[config.mk]
export PLATFORM = sky130hd
export DESIGN_NAME = memory_arbiter_rv32
export DESIGN_NICKNAME = d
export VERILOG_FILES = /design/src/rtl/memory_arbiter_rv32.sv
export SDC_FILE = /design/constraint.sdc
export NUM_CORES = 1
export LEC_CHECK = 0
export CAP_MARGIN = 40
export CORE_UTILIZATION = 39
export DETAILED_ROUTE_END_ITERATION = 16
export PLACE_DENSITY = 0.79
export SETUP_SLACK_MARGIN = 0.3
export SYNTH_ARGS = -nofsm -noshare
export SYNTH_HDL_FRONTEND = slang
export SYNTH_SLANG_ARGS = --single-unit
[constraint.sdc]
create_clock -name clock -period 1.84 [get_ports clock]
set_input_delay 0.368 -clock clock [delete_from_list [all_inputs] [get_ports clock]]
set_output_delay 0.368 -clock clock [all_outputs]
set_load 0.05 [all_outputs]
[src/rtl/memory_arbiter_rv32.sv]
// Shares the rv32 core's single memory port between instruction fetch and load/store.
// Define MEMORY_ARBITER_ROUND_ROBIN_EN for round-robin conflicts instead of data priority with starvation override.
module memory_arbiter_rv32 #(
   parameter int ADDRESS_WIDTH    = 32,
   parameter int DATA_WIDTH       = 32,
   parameter int MEMORY_LATENCY   = 1,
   parameter int STARVATION_LIMIT = 4
) (
   input  logic                     clock,
   input  logic                     reset_n,
   input  logic                     fetch_request,
   input  logic [ADDRESS_WIDTH-1:0] fetch_address,
   output logic                     fetch_grant,
   output logic                     fetch_valid,
   output logic [DATA_WIDTH-1:0]    fetch_instruction,
   input  logic                     data_request,
   input  logic                     data_write,
   input  logic [ADDRESS_WIDTH-1:0] data_address,
   input  logic [DATA_WIDTH-1:0]    data_write_value,
   input  logic [3:0]               data_byte_enable,
   output logic                     data_grant,
   output logic                     data_valid,
   output logic [DATA_WIDTH-1:0]    data_read_value,
   output logic [ADDRESS_WIDTH-1:0] memory_read_address,
   output logic                     read_enable,
   input  logic [DATA_WIDTH-1:0]    memory_read_value,
   output logic                     write_enable,
   output logic [DATA_WIDTH-1:0]    memory_write_value,
   output logic [3:0]               memory_byte_enable,
   output logic                     busy
);

   localparam int LAT_W = (MEMORY_LATENCY > 1) ? $clog2(MEMORY_LATENCY) : 1;

   typedef enum logic [1:0] {
      ST_IDLE,
      ST_ACCESS,
      ST_WAIT,
      ST_RESPOND
   } state_t;

   state_t                   state_q, state_d;
   logic [LAT_W-1:0]         wait_cnt_q, wait_cnt_d;
   logic                     owner_fetch_q, owner_fetch_d;
   logic                     is_write_q, is_write_d;
   logic                     fetch_grant_q, fetch_grant_d;
   logic                     fetch_valid_q, fetch_valid_d;
   logic [DATA_WIDTH-1:0]    fetch_instruction_q, fetch_instruction_d;
   logic                     data_grant_q, data_grant_d;
   logic                     data_valid_q, data_valid_d;
   logic [DATA_WIDTH-1:0]    data_read_value_q, data_read_value_d;
   logic [ADDRESS_WIDTH-1:0] address_q, address_d;
   logic                     read_enable_q, read_enable_d;
   logic                     write_enable_q, write_enable_d;
   logic [DATA_WIDTH-1:0]    write_value_q, write_value_d;
   logic [3:0]               byte_enable_q, byte_enable_d;
   logic                     busy_q, busy_d;
   logic                     fetch_wins, data_wins;

`ifdef MEMORY_ARBITER_ROUND_ROBIN_EN
   logic last_fetch_q, last_fetch_d;

   // On a conflict the side that lost the previous arbitration goes first.
   always_comb begin
      fetch_wins = fetch_request && (!data_request || !last_fetch_q);
      data_wins  = data_request && !fetch_wins;
   end
`else
   localparam int STARVE_W = $clog2(STARVATION_LIMIT + 1);
   logic [STARVE_W-1:0] starve_q, starve_d;

   always_comb begin
      fetch_wins = fetch_request &&
                   (!data_request || (starve_q == STARVE_W'(STARVATION_LIMIT)));
      data_wins  = data_request && !fetch_wins;
   end
`endif

   always_comb begin
      state_d             = state_q;
      wait_cnt_d          = wait_cnt_q;
      owner_fetch_d       = owner_fetch_q;
      is_write_d          = is_write_q;
      fetch_grant_d       = 1'b0;
      fetch_valid_d       = 1'b0;
      fetch_instruction_d = fetch_instruction_q;
      data_grant_d        = 1'b0;
      data_valid_d        = 1'b0;
      data_read_value_d   = data_read_value_q;
      address_d           = '0;
      read_enable_d       = 1'b0;
      write_enable_d      = 1'b0;
      write_value_d       = '0;
      byte_enable_d       = '0;
`ifdef MEMORY_ARBITER_ROUND_ROBIN_EN
      last_fetch_d        = last_fetch_q;
`else
      starve_d            = starve_q;
`endif
      case (state_q)
         ST_IDLE, ST_RESPOND: begin
            state_d = ST_IDLE;
            if (fetch_wins) begin
               state_d       = ST_ACCESS;
               owner_fetch_d = 1'b1;
               is_write_d    = 1'b0;
               fetch_grant_d = 1'b1;
               read_enable_d = 1'b1;
               address_d     = fetch_address;
            end else if (data_wins) begin
               state_d        = ST_ACCESS;
               owner_fetch_d  = 1'b0;
               is_write_d     = data_write;
               data_grant_d   = 1'b1;
               read_enable_d  = !data_write;
               write_enable_d = data_write;
               address_d      = data_address;
               if (data_write) begin
                  write_value_d = data_write_value;
                  byte_enable_d = data_byte_enable;
               end
            end
`ifdef MEMORY_ARBITER_ROUND_ROBIN_EN
            if (fetch_wins) begin
               last_fetch_d = 1'b1;
            end else if (data_wins) begin
               last_fetch_d = 1'b0;
            end
`else
            if (!fetch_request || fetch_wins) begin
               starve_d = '0;
            end else if (starve_q != STARVE_W'(STARVATION_LIMIT)) begin
               starve_d = starve_q + 1'b1;
            end
`endif
         end
         ST_ACCESS: begin
            if (is_write_q) begin
               state_d      = ST_RESPOND;
               data_valid_d = 1'b1;
            end else begin
               state_d    = ST_WAIT;
               wait_cnt_d = '0;
            end
         end
         ST_WAIT: begin
            // Memory data is captured on the last latency cycle and presented in RESPOND.
            if (wait_cnt_q == LAT_W'(MEMORY_LATENCY - 1)) begin
               state_d = ST_RESPOND;
               if (owner_fetch_q) begin
                  fetch_valid_d       = 1'b1;
                  fetch_instruction_d = memory_read_value;
               end else begin
                  data_valid_d      = 1'b1;
                  data_read_value_d = memory_read_value;
               end
            end else begin
               wait_cnt_d = wait_cnt_q + 1'b1;
            end
         end
         default: state_d = ST_IDLE;
      endcase
      busy_d = (state_d == ST_ACCESS) || (state_d == ST_WAIT);
   end

   always_ff @(posedge clock or negedge reset_n) begin
      if (!reset_n) begin
         state_q             <= ST_IDLE;
         wait_cnt_q          <= '0;
         owner_fetch_q       <= 1'b0;
         is_write_q          <= 1'b0;
         fetch_grant_q       <= 1'b0;
         fetch_valid_q       <= 1'b0;
         fetch_instruction_q <= '0;
         data_grant_q        <= 1'b0;
         data_valid_q        <= 1'b0;
         data_read_value_q   <= '0;
         address_q           <= '0;
         read_enable_q       <= 1'b0;
         write_enable_q      <= 1'b0;
         write_value_q       <= '0;
         byte_enable_q       <= '0;
         busy_q              <= 1'b0;
`ifdef MEMORY_ARBITER_ROUND_ROBIN_EN
         last_fetch_q        <= 1'b0;
`else
         starve_q            <= '0;
`endif
      end else begin
         state_q             <= state_d;
         wait_cnt_q          <= wait_cnt_d;
         owner_fetch_q       <= owner_fetch_d;
         is_write_q          <= is_write_d;
         fetch_grant_q       <= fetch_grant_d;
         fetch_valid_q       <= fetch_valid_d;
         fetch_instruction_q <= fetch_instruction_d;
         data_grant_q        <= data_grant_d;
         data_valid_q        <= data_valid_d;
         data_read_value_q   <= data_read_value_d;
         address_q           <= address_d;
         read_enable_q       <= read_enable_d;
         write_enable_q      <= write_enable_d;
         write_value_q       <= write_value_d;
         byte_enable_q       <= byte_enable_d;
         busy_q              <= busy_d;
`ifdef MEMORY_ARBITER_ROUND_ROBIN_EN
         last_fetch_q        <= last_fetch_d;
`else
         starve_q            <= starve_d;
`endif
      end
   end

   assign fetch_grant         = fetch_grant_q;
   assign fetch_valid         = fetch_valid_q;
   assign fetch_instruction   = fetch_instruction_q;
   assign data_grant          = data_grant_q;
   assign data_valid          = data_valid_q;
   assign data_read_value     = data_read_value_q;
   assign memory_read_address = address_q;
   assign read_enable         = read_enable_q;
   assign write_enable        = write_enable_q;
   assign memory_write_value  = write_value_q;
   assign memory_byte_enable  = byte_enable_q;
   assign busy                = busy_q;

endmodule
==> impl_metrics.toml <==
[cells_and_area]
nets = 773
drive_above_1_share = 0.4161
diodes = 0
area_growth_syn_to_layout_pct = 68.50
final_core_util = 0.6725

[logic_synthesis]
synth_edf_count = 0
synth.ff_latch_count = 146
syn_area_um2 = 5264
synth_common_cells = "146 x dfrtp_1, 65 x mux2_2, 36 x and2_1, 29 x a22o_1, 9 x buf_2"
seq_area_frac_synth = 0.6941
synth_fp_nets = 474
yosys-top-cells-area = "dfrtp_1 69%, mux2_2 14%, a22o_1 4.8%"
async_flop_share = 1.000
synth-warning-count = 0
syn_inst = 333
avgSynthCellArea_um2 = 15.81
synth_flop_cell = "dfrtp_1"
yosys.area.top_type_share = 0.6941
yosys.area.top_type = "dfrtp_1"
yosysMostFrequentCell = "dfrtp_1"
synthDistinctLibCells = 27

[sta]
grt_setup_unrepaired = "no"
skew_ps = 11.14
tightest_slew_ps = 456.3
finalCriticalPeriod_ps = 1504
final-setup-viol-count = 0
slew_headroom = 0.6958
final-hold-violation-count = 0
finalMaxSlewViolations = 0
post-route-period-util = 0.8174
max_freq_mhz = 664.9

[die]
initial_utilization = 0.3991
io_pins = 276
fp.dieH_um = 118.2
coreArea_um2 = 13190
die_x_um = 118.2
fp-row-count = 42
die_area_um2 = 13970

[clocking]
cts_sinks = 146
clkTransAtPathRegs_ps = 60
clockBufferDepth = 2
cts-buffers-inserted = 17
cts-root-buf = "clkbuf_16"
clock_latency_ps = 410
h-tree-depth = 4
cts_tree = "done"

[drt]
antenna_left = 0
drc_errors = 0
num_vias = 3861
drtIter0Drc = 119
drt_pre_antenna_iters = 4
avgRoutedWirePerCell_um = 16.81
viasPerCell = 4.709
wirelength_mm = 13.78

[critical_path]
worst-path-stages = 6
crit_family = "compound AO/OA/AOI/OAI gates"
path_cells = "inv_1 -> ha_4 -> a21boi_4 -> nor2_4 -> buf_12 -> a22o_2"
crit_type = "flop to flop"
path_buf_inv = 2
cp.required_ps = 2130
critPathMaxFanout = 12
arrival_ps = 1790
cp_slowest_stage_delay_ps = 360
r2r_end = "memory_read_address[21]$_DFF_PN0_"
crit_slowest_cell = "dfrtp_1"
cp-end-kind = "flop"
r2r_start = "starve_q[0]$_DFFE_PN0P_"
r2r_slack_ps = 340
r2r.worst_path.cells = 6
start_kind = "flop"

[global_route]
grt_pass1_vias = 4069
grt_usage = 0.2015
antenna_found_initial = 0
grt_first_pass_wirelength_mm = 21.31
grt_max_degree = 47
grt_overflow = 0

[placement]
routabilityCongestion = 0.7515
place.port_buffers = 275
dpl.hpwl_mm = 9.566

[power_and_ir_drop]
leakage_nw = 4.164
power.density_nw_per_um2 = 2050
p_total_mw = 18.19
ir_worst_vdd_uv = 933.7

[job]
maxCapViolations = 0

[run_status]
status = "complete, no violations"

[min_path]
hold_path.class = "primary input to async pin"
## per-layer routing
layer  vias to the layer above  track usage  wire [um]
li1                       1763            -          -
met1                      1907       0.2208       5197
met2                       175       0.3551       7363
met5                         -            0          0
met4                         0      0.06811        204
met3                        16      0.07770       1016
## how the worst max path moves through the flow
| stage | from | slack [ps] | end |
|---|---|---|---|
| after floorplan | state_q[0]$_DFF_PN0_ | 430 | memory_read_address[11]$_DFF_PN0_ |
| after CTS | state_q[0]$_DFF_PN0_ | 240 | memory_read_address[21]$_DFF_PN0_ |
| after global routing | state_q[0]$_DFF_PN0_ | 280 | memory_write_value[24]$_DFF_PN0_ |
| after detailed placement | data_request | -100 | memory_read_address[18]$_DFF_PN0_ |
| after global placement | data_request | -70 | memory_read_address[21]$_DFF_PN0_ |
| final | starve_q[0]$_DFFE_PN0P_ | 340 | memory_read_address[21]$_DFF_PN0_ |
## registers in the layout, indices dropped and copies added, names as in the netlist
signal	flops
is_write_q	1
read_enable	1
memory_read_address	32
fetch_grant	1
data_valid	1
state_q	2
fetch_instruction	32
busy	1
memory_write_value	32
data_grant	1
owner_fetch_q	1
starve_q	3
write_enable	1
fetch_valid	1
memory_byte_enable	4
data_read_value	32
## cells in the final DEF, fill, tap and decap left out, drive strengths merged, types with 2 or more instances in the layout
| cell | n |
|---|---|
| nor2 | 3 |
| clkdlybuf4s15 | 25 |
| and2 | 36 |
| a21o | 2 |
| nand3 | 2 |
| a21oi | 2 |
| nand2b | 2 |
| clkbuf | 22 |
| clkdlybuf4s50 | 135 |
| dfrtp | 146 |
| mux2 | 65 |
| nand2 | 7 |
| clkinv | 2 |
| inv | 6 |
| ha | 4 |
| clkinvlp | 2 |
| bufinv | 6 |
| a22o | 32 |
| o22ai | 2 |
| buf | 135 |
| a31oi | 2 |
## report_power, final
part | switching, mW | internal [mW] | leakage [nW]
clock network | 1.24 | 2.60 | 0.319
logic | 6.07 | 3.27 | 2.00
registers | 0.540 | 4.46 | 1.84
## worst register-to-register path: stages (launching register included)
cell	delay (ps)
dfrtp_1	360
inv_1	100
ha_4	200
a21boi_4	260
nor2_4	70
buf_12	150
a22o_2	260
## layout make-up
type / count / area (um^2)
Sequential cell: 146 / 3654
Clock buffer: 21 / 460.4
Fill cell: 960 / 4320
Tap cell: 176 / 220.2
Inverter: 6 / 22.52
Timing Repair Buffer: 297 / 2786
Clock inverter: 10 / 205.2
Multi-Input combinational cell: 164 / 1521
## cells by family after synthesis
logic type	synth area share
flops	0.6941
mux	0.1410
simple gates	0.05491
compound gates	0.07107
buf+inv	0.02947
fa+ha+maj	0.009508
## through the flow
step           instances  setup slack (ps)  hold slack, ps  instance area [um^2]  TNS (ps)
2_1_floorplan        333             433.0           72.41                  5264         0
3_3_place_gp         778            -73.34           331.0                  8009     -1926
3_5_place_dp         778            -103.7           335.5                  8009     -2281
4_1_cts              816             242.8           472.3                  8797         0
5_1_grt              820             278.1           495.8                  8870         0
6_report             820             336.1           472.4                  8870         0
## what timing repair did
item | 4_1_cts | 5_1_grt
setup endpoints to repair | 94 | 79
cloned | 1 | 3
hold buffers | 1 | 0
buffers inserted | 5 | 1
hold endpoints to repair | 43 | 0
pin swaps | 2 | 1
resized for setup | 99 | 29
(Power assumes the default switching activity.)
